File: src/rtl/dmem_line_responder_pkg.sv
// Shared widths and FSM state type for the data-memory line responder.
package dmem_line_responder_pkg;

    localparam int WORD                = 32;
    localparam int CACHE_LINE_WIDTH    = 128;
    localparam int CACHE_LINE_BYTE_LOG = 4;

    typedef enum logic [2:0] {
        ST_IDLE,
        ST_RD_ISSUE,
        ST_RD_DRAIN,
        ST_WR,
        ST_RESP
    } state_e;

endpackage

File: src/rtl/dmem_line_responder_rd_lat_pipe.sv
// Shift pipe that tags each issued RAM read with its line-word index,
// so the tag emerges exactly when the RAM returns that word.
module dmem_line_responder_rd_lat_pipe #(
    parameter int DEPTH = 1,
    parameter int IDX_W = 2
) (
    input  logic             clk,
    input  logic             rst,
    input  logic             in_valid_i,
    input  logic [IDX_W-1:0] in_idx_i,
    output logic             out_valid_o,
    output logic [IDX_W-1:0] out_idx_o
);

    genvar gi;
    generate
        for (gi = 0; gi < DEPTH; gi++) begin : g_stage
            logic             vld_in;
            logic [IDX_W-1:0] idx_in;
            logic             vld_q;
            logic [IDX_W-1:0] idx_q;

            if (gi == 0) begin : g_src
                assign vld_in = in_valid_i;
                assign idx_in = in_idx_i;
            end else begin : g_src
                assign vld_in = g_stage[gi-1].vld_q;
                assign idx_in = g_stage[gi-1].idx_q;
            end

            always_ff @(posedge clk or posedge rst) begin
                if (rst) begin
                    vld_q <= 1'b0;
                    idx_q <= '0;
                end else begin
                    vld_q <= vld_in;
                    idx_q <= idx_in;
                end
            end
        end
    endgenerate

    assign out_valid_o = g_stage[DEPTH-1].vld_q;
    assign out_idx_o   = g_stage[DEPTH-1].idx_q;

endmodule

File: src/rtl/dmem_line_responder.sv
// Memory-side responder: line loads as LINE_WORDS back-to-back RAM reads
// assembled into one line, single-word stores, one-cycle ready pulse.
module dmem_line_responder
    import dmem_line_responder_pkg::*;
#(
    parameter int RAM_ADDR_W = 14,
    parameter int RAM_LAT    = 1,
    parameter int LINE_WORDS = 4
) (
    input  logic                        clk,
    input  logic                        rst,
    input  logic                        memory_valid,
    input  logic                        memory_for_store,
    input  logic [WORD-1:0]             load_store_addr,
    input  logic [WORD-1:0]             data_to_mem,
    output logic                        memory_ready,
    output logic [CACHE_LINE_WIDTH-1:0] data_from_mem,
    output logic                        ram_en,
    output logic                        ram_we,
    output logic [RAM_ADDR_W-1:0]       ram_addr,
    output logic [WORD-1:0]             ram_wdata,
    input  logic [WORD-1:0]             ram_rdata
);

    localparam int IDX_W = $clog2(LINE_WORDS);
    localparam int CNT_W = $clog2(LINE_WORDS + 1);

    state_e                      state_q, state_d;
    logic [IDX_W-1:0]            issue_q, issue_d;
    logic [CNT_W-1:0]            ret_q, ret_d;
    logic [RAM_ADDR_W-1:0]       waddr_q, waddr_d;
    logic [WORD-1:0]             wdata_q, wdata_d;
    logic [CACHE_LINE_WIDTH-1:0] line_q;

    logic             issue_v;
    logic             ret_valid;
    logic [IDX_W-1:0] ret_idx;

    // Byte-lane bits and address bits beyond the RAM size are ignored (wrap).
    wire unused_addr_bits = ^{load_store_addr[WORD-1:RAM_ADDR_W+2], load_store_addr[1:0]};

    dmem_line_responder_rd_lat_pipe #(
        .DEPTH (RAM_LAT),
        .IDX_W (IDX_W)
    ) u_rd_lat_pipe (
        .clk         (clk),
        .rst         (rst),
        .in_valid_i  (issue_v),
        .in_idx_i    (issue_q),
        .out_valid_o (ret_valid),
        .out_idx_o   (ret_idx)
    );

    always_ff @(posedge clk or posedge rst) begin
        if (rst) begin
            state_q <= ST_IDLE;
            issue_q <= '0;
            ret_q   <= '0;
            waddr_q <= '0;
            wdata_q <= '0;
            line_q  <= '0;
        end else begin
            state_q <= state_d;
            issue_q <= issue_d;
            ret_q   <= ret_d;
            waddr_q <= waddr_d;
            wdata_q <= wdata_d;
            if (ret_valid) begin
                line_q[ret_idx*WORD +: WORD] <= ram_rdata;
            end
        end
    end

    always_comb begin
        state_d      = state_q;
        issue_d      = issue_q;
        ret_d        = ret_q;
        waddr_d      = waddr_q;
        wdata_d      = wdata_q;
        issue_v      = 1'b0;
        memory_ready = 1'b0;
        ram_en       = 1'b0;
        ram_we       = 1'b0;
        ram_addr     = '0;
        ram_wdata    = '0;

        if (ret_valid) begin
            ret_d = ret_q + 1'b1;
        end

        unique case (state_q)
            ST_IDLE: begin
                if (memory_valid) begin
                    waddr_d = load_store_addr[RAM_ADDR_W+1:2];
                    wdata_d = data_to_mem;
                    issue_d = '0;
                    ret_d   = '0;
                    state_d = memory_for_store ? ST_WR : ST_RD_ISSUE;
                end
            end
            ST_RD_ISSUE: begin
                ram_en   = 1'b1;
                ram_addr = {waddr_q[RAM_ADDR_W-1:IDX_W], issue_q};
                issue_v  = 1'b1;
                issue_d  = issue_q + 1'b1;
                if (issue_q == IDX_W'(LINE_WORDS - 1)) begin
                    state_d = ST_RD_DRAIN;
                end
            end
            ST_RD_DRAIN: begin
                // Looking at ret_d lets a return landing this cycle finish the drain.
                if (ret_d == CNT_W'(LINE_WORDS)) begin
                    state_d = ST_RESP;
                end
            end
            ST_WR: begin
                ram_en    = 1'b1;
                ram_we    = 1'b1;
                ram_addr  = waddr_q;
                ram_wdata = wdata_q;
                state_d   = ST_RESP;
            end
            ST_RESP: begin
                memory_ready = 1'b1;
                state_d      = ST_IDLE;
            end
            default: state_d = ST_IDLE;
        endcase
    end

    assign data_from_mem = line_q;

endmodule
File: config.mk
export PLATFORM = sky130hd
export DESIGN_NAME = dmem_line_responder
export DESIGN_NICKNAME = d
export VERILOG_FILES = /design/src/rtl/dmem_line_responder_pkg.sv /design/src/rtl/dmem_line_responder_rd_lat_pipe.sv /design/src/rtl/dmem_line_responder.sv
export SDC_FILE = /design/constraint.sdc
export NUM_CORES = 1
export LEC_CHECK = 0
export BUFFER_PORTS_ARGS = -buffer_cell sky130_fd_sc_hd__buf_2
export CORE_ASPECT_RATIO = 0.9
export CORE_MARGIN = 3
export CORE_UTILIZATION = 44
export DETAILED_ROUTE_END_ITERATION = 8
export HOLD_SLACK_MARGIN = 0.06
export PLACE_DENSITY = 0.73
export RECOVER_POWER = 50
export SYNTH_ARGS = -nofsm -noshare
export SYNTH_HDL_FRONTEND = slang
export SYNTH_HIERARCHICAL = 1
export SYNTH_SLANG_ARGS = --single-unit
export TNS_END_PERCENT = 1
File: constraint.sdc
create_clock -name clk -period 6.2 [get_ports clk]
set_input_delay 0.93 -clock clk [delete_from_list [all_inputs] [get_ports clk]]
set_output_delay 0.93 -clock clk [all_outputs]
set_load 0.03 [all_outputs]
Word-level counts from Yosys, hierarchy flattened
Index checks and enable logic that the tools add are counted.
Widths: inputs -> output; s select.
{"block": "classes", "add_sub_neg": 3, "multipliers": 0, "div_mod_pow": 0, "magnitude_cmp": 0, "eq_ne": 9, "shifts": 2, "n_mux": 17, "bitwise_logic": 0, "n_reduce_logical": 6}
{"operator": "$bwmux 128", "n": 1}
{"operator": "$shift 32x34->128 const A", "n": 1}
{"operator": "$shiftx 32x34->128", "n": 1}
{"operator": "$neg 7->34", "n": 1}
{"operator": "$mux 32", "n": 1}
{"operator": "$pmux 14 s2", "n": 1}
{"operator": "$mux 3", "n": 6}
{"operator": "$pmux 3 s4", "n": 1}
{"operator": "$eq 3x2->1 const B", "n": 2}
{"operator": "$eq 3x3->1 const B", "n": 2}
{"operator": "$ne 2x2->1 const B", "n": 3}
{"operator": "$mux 1", "n": 4}
{"operator": "$mux 2", "n": 2}
{"operator": "$pmux 2 s2", "n": 1}
{"operator": "$reduce_and 2->1", "n": 2}
{"operator": "$add 3x1->3 const B", "n": 1}
{"operator": "$eq 3x1->1 const B", "n": 1}
{"operator": "$logic_not 3->1", "n": 1}
{"operator": "$reduce_and 3->1", "n": 1}
{"operator": "$add 2x1->2 const B", "n": 1}
{"operator": "$eq 2x2->1 const B", "n": 1}
{"operator": "$reduce_bool 2->1", "n": 1}
{"operator": "$reduce_or 2->1", "n": 1}
{"block": "word_totals", "regBits": 185, "latchBits": 0, "mem_bits_rw": 0, "rom_bits": 0, "inputBits": 100, "out_inout_bits": 177, "word_cells": 45, "memories": 0}

Logic depth before layout (Yosys ltp)
{"block": "depth", "ltp_word": 5, "depth_mapped": 7, "depth_no_buf": 5}

By module
The synthesis kept the hierarchy.
{"module": "dmem_line_responder", "instances": 1, "cells_per_inst": 492, "area_each_um2": 7085.5, "seq_area_each_um2": 4554.4}
{"module": "dmem_line_responder_rd_lat_pipe", "instances": 1, "cells_per_inst": 4, "area_each_um2": 78.8, "seq_area_each_um2": 75.1}

Worst setup path before layout
No wires, ideal clock.
{"block": "synth_path", "path_type": "register to output", "startpoint": "register state_q[2]", "endpoint": "output port ram_addr[10]", "arrival_time_ps": 1581, "required_time_ps": 5270, "slack_ps": 3689, "path_stages_with_launch": 5, "n_path_buf": 1, "path_cell_list": "dfrtp_1 > nand2b_1 > inv_1 > clkbuf_1 > and2_1"}
{"block": "synth_between", "elab_chain_cells": 2, "elab_cells_between_ends": 3, "cone_classes": "eq/ne (2); mux (1)"}
{"item": "start, declared", "line_no": "dmem_line_responder.sv:28", "rtl": "state_e state_q, state_d;"}
{"item": "start signal, assigned", "line_no": "dmem_line_responder.sv:63", "rtl": "state_q <= state_d;"}
{"item": "$eq 3x2->1 or $eq 3x1->1 (tied branches)", "line_no": "dmem_line_responder.sv:91", "rtl": "unique case (state_q)"}
{"item": "$pmux 14 s2 (*)", "line_no": "dmem_line_responder.sv:91"}
{"item": "end, declared", "line_no": "dmem_line_responder.sv:20", "rtl": "output logic [RAM_ADDR_W-1:0] ram_addr,"}
Mark *: on every way between the ends. The rest lies on a longest branch, timed or not.

==> results by group <==
Power
  – Leak: 4.56 nW
  – Worst vdd ir: 0.000339 V
  – PwrDens: 603 mW/mm2

Cells and area
  – Layout cells sized above 1: 29.3%
  – Synth-to-layout area growth: 26.1%
  – Post-layout net count: 849
  – ANT cells: 0
  – Fin area: 0.00903 mm2

Placement
  – Port Buf Inserts: 258
  – Placed Area: 0.00858 mm2
  – DP HPWL: 12.6 mm
  – Pre-CTS setup slack: 3330 ps
  – Gp weighted congestion: 0.805

Clock tree
  – CTS Sinks: 185
  – Clock-pin slew on the worst setup and hold paths: 70 ps
  – CTS Root Cell: clkbuf_16
  – Post-CTS Hold Buffers: 0
  – CTS-repair resized insts: 0
  – Worst skew pair latency: 430 ps
  – CTS tree: built
  – Setup Buffers After CTS: 0
  – Num CTS Buffers: 17
  – Max Buffers Root-to-Sink: 2
  – Max H-tree Level: 4

Timing
  – Final count of pins violating max slew: 125
  – Final WS setup: 2580 ps
  – Worst slew margin: -68.7%
  – Fmax: 276 MHz
  – Final period utilization: 58.4%
  – Fin Setup TNS: 0 ps
  – Skew final: 11.7 ps
  – Setup-failing EPs final: 0
  – Tightest Pin Transition: 2520 ps
  – Final hold vios: 0
  – RSZ-0062 raised after global routing: no
  – Tmin final: 3620 ps

Worst setup path
  – Slowest Stage Delay on Critical Path: 1430 ps
  – Required time of the worst setup path: 6460 ps
  – Crit path kind: in2async
  – CP Max Fanout: 65
  – Startpoint Class: primary input
  – Buffers plus inverters on the worst setup path: 3
  – CP arrival: 3880 ps
  – CP cell instances: clkbuf_1 > clkinvlp_2 > clkbuf_2
  – CP Capture Type: async pin
  – Slowest cell on the critical path: clkinvlp_2
  – Cell family with most CP delay: buffers and inverters

Floorplanning
  – Rows: 43
  – Core Footprint: 0.0157 mm2
  – Die area: 0.0179 mm2
  – # IOs: 277
  – Die Height: 127 um
  – Die Wd: 141 um
  – Initial cell density of the core: 45.8%

Synthesis
  – Asr flop ratio synth: 100%
  – Syn nets: 603
  – Post-Syn Area: 0.00716 mm2
  – Ys flop type: dfrtp_1
  – Post-synth EDFFs: 0
  – Mapped Cells: 496
  – Ys Warns: 6
  – Post-synthesis sequential area ratio: 64.6%
  – Syn_area_per_cell: 14.4 um2
  – Yosys cell types: 33
  – Yosys reg bits: 185

Global routing
  – Vias in the first global route: 5521
  – First-pass GRT wire length: 30.8 mm
  – Largest net degree at the start of global routing: 66
  – Initial antenna violation count: 1
  – GR Util All Layers: 21.7%
  – GR Overflow Total: 0

Detailed routing
  – Initial DRC Count: 275
  – DRC: 0
  – Vias: 5329
  – DRT antenna net count: 0
  – First-pass DRT Iterations: 5
  – Final wirelength: 19.3 mm
  – Post-DR vias/cell: 5.57
  – WL/cell: 20.2 um

Outcome
  – Failing checks: capacitance limit, slew limit
  – Status: finished, violations left

Run
  – Max cap viols: 3

Worst hold path
  – HP Class: in2async
## per-stage QoR
step / hold WS (ps) / std cells / utilization [%] / power [mW]
2_1_floorplan: 398 / 496 / - / 3.70
3_3_place_gp: 424 / 925 / 54.8 / 4.32
3_5_place_dp: 440 / 925 / 54.8 / 4.41
4_1_cts: 395 / 957 / 58.8 / 5.57
5_1_grt: 373 / 957 / 57.7 / 5.72
6_report: 384 / 957 / 57.7 / 5.44
## placed cells by master (no fill, tap or decap), types with 3 or more instances in the layout
cell type,netlist,routed
a22o_1,129,129
and2_1,12,12
and3_1,32,32
buf_2,16,133
buf_4,0,8
bufinv_16,0,3
clkbuf_1,19,126
clkbuf_16,0,17
clkinv_4,0,3
dfrtp_1,185,185
ha_1,7,7
inv_1,7,6
inv_6,0,4
mux2_1,4,4
mux2_2,43,43
mux2i_1,3,3
nand2_1,5,5
nor2_1,7,7
## metal layers
layer  GRT usage (%)  wire length, um  vias up
li1                -                -     2341
met1            29.4             8340     2711
met2            33.9             8970      249
met3            6.10             1650       26
met4            7.81              360        2
met5               0               13        -
## flip-flops by register name (all words and copies together), names as in the netlist
name	flops
wdata_q	32
ret_q	3
waddr_q	14
u_rd_lat_pipe/out_valid_o	1
data_from_mem	128
state_q	3
u_rd_lat_pipe/out_idx_o	2
issue_q	2
## worst register-to-register path: stages, from the launching register on
cell     delay (ps)
dfrtp_1         790
nor4b_4         860
buf_4           560
mux2_2          420
## cell type report
| class | count | area, um2 |
|---|---|---|
| Inverter | 7 | 27.5 |
| Tap cell | 202 | 253 |
| Fill cell | 1354 | 6630 |
| Multi-Input combinational cell | 263 | 2290 |
| Clock inverter | 13 | 181 |
| Timing Repair Buffer | 268 | 1200 |
| Sequential cell | 185 | 4630 |
| Clock buffer | 19 | 443 |
## Yosys cell counts (all sizes together), types with 3 or more instances
master	n	share of area [%]
buf	22	2.0
inv	7	0.37
nor2	7	0.37
ha	7	1.2
clkbuf	19	1.0
nor4b	3	0.79
and3	32	2.8
a22o	129	16
and2	12	1.0
mux2i	3	0.42
nand2	6	0.35
dfrtp	185	65
mux2	47	7.4
## logic make-up after synthesis
group | after synthesis | share of synthesized area, %
buffers and inverters | 48 | 3.32
XOR/XNOR | 3 | 0.367
multiplexers | 50 | 7.81
flip-flops | 185 | 64.6
AO/OA/AOI/OAI | 133 | 16.2
adder cells (fa/ha/maj) | 7 | 1.22
AND/OR/NAND/NOR | 70 | 6.50
## final timing paths
path              startpoint                    endpoint  slack, ps  depth (start not counted)
max                      rst           data_from_mem[99]       2580                          3
min                      rst  u_rd_lat_pipe/out_idx_o[1]        380                          2
max reg2reg       state_q[1]                 wdata_q[16]       3450                          3
min reg2reg       issue_q[1]  u_rd_lat_pipe/out_idx_o[1]        450                          0
max in group clk  state_q[2]               ram_wdata[22]       2890                          4
min in group clk  issue_q[1]  u_rd_lat_pipe/out_idx_o[1]        450                          0
## power by group
group,internal [mW],switching [mW],leakage (nW),total [mW]
clock network,0.659,0.482,0.303,1.14
registers,1.73,0.358,2.45,2.09
logic,0.744,1.47,1.81,2.22
total,3.13,2.31,4.56,5.44
Power figures use the tool's default switching activity.
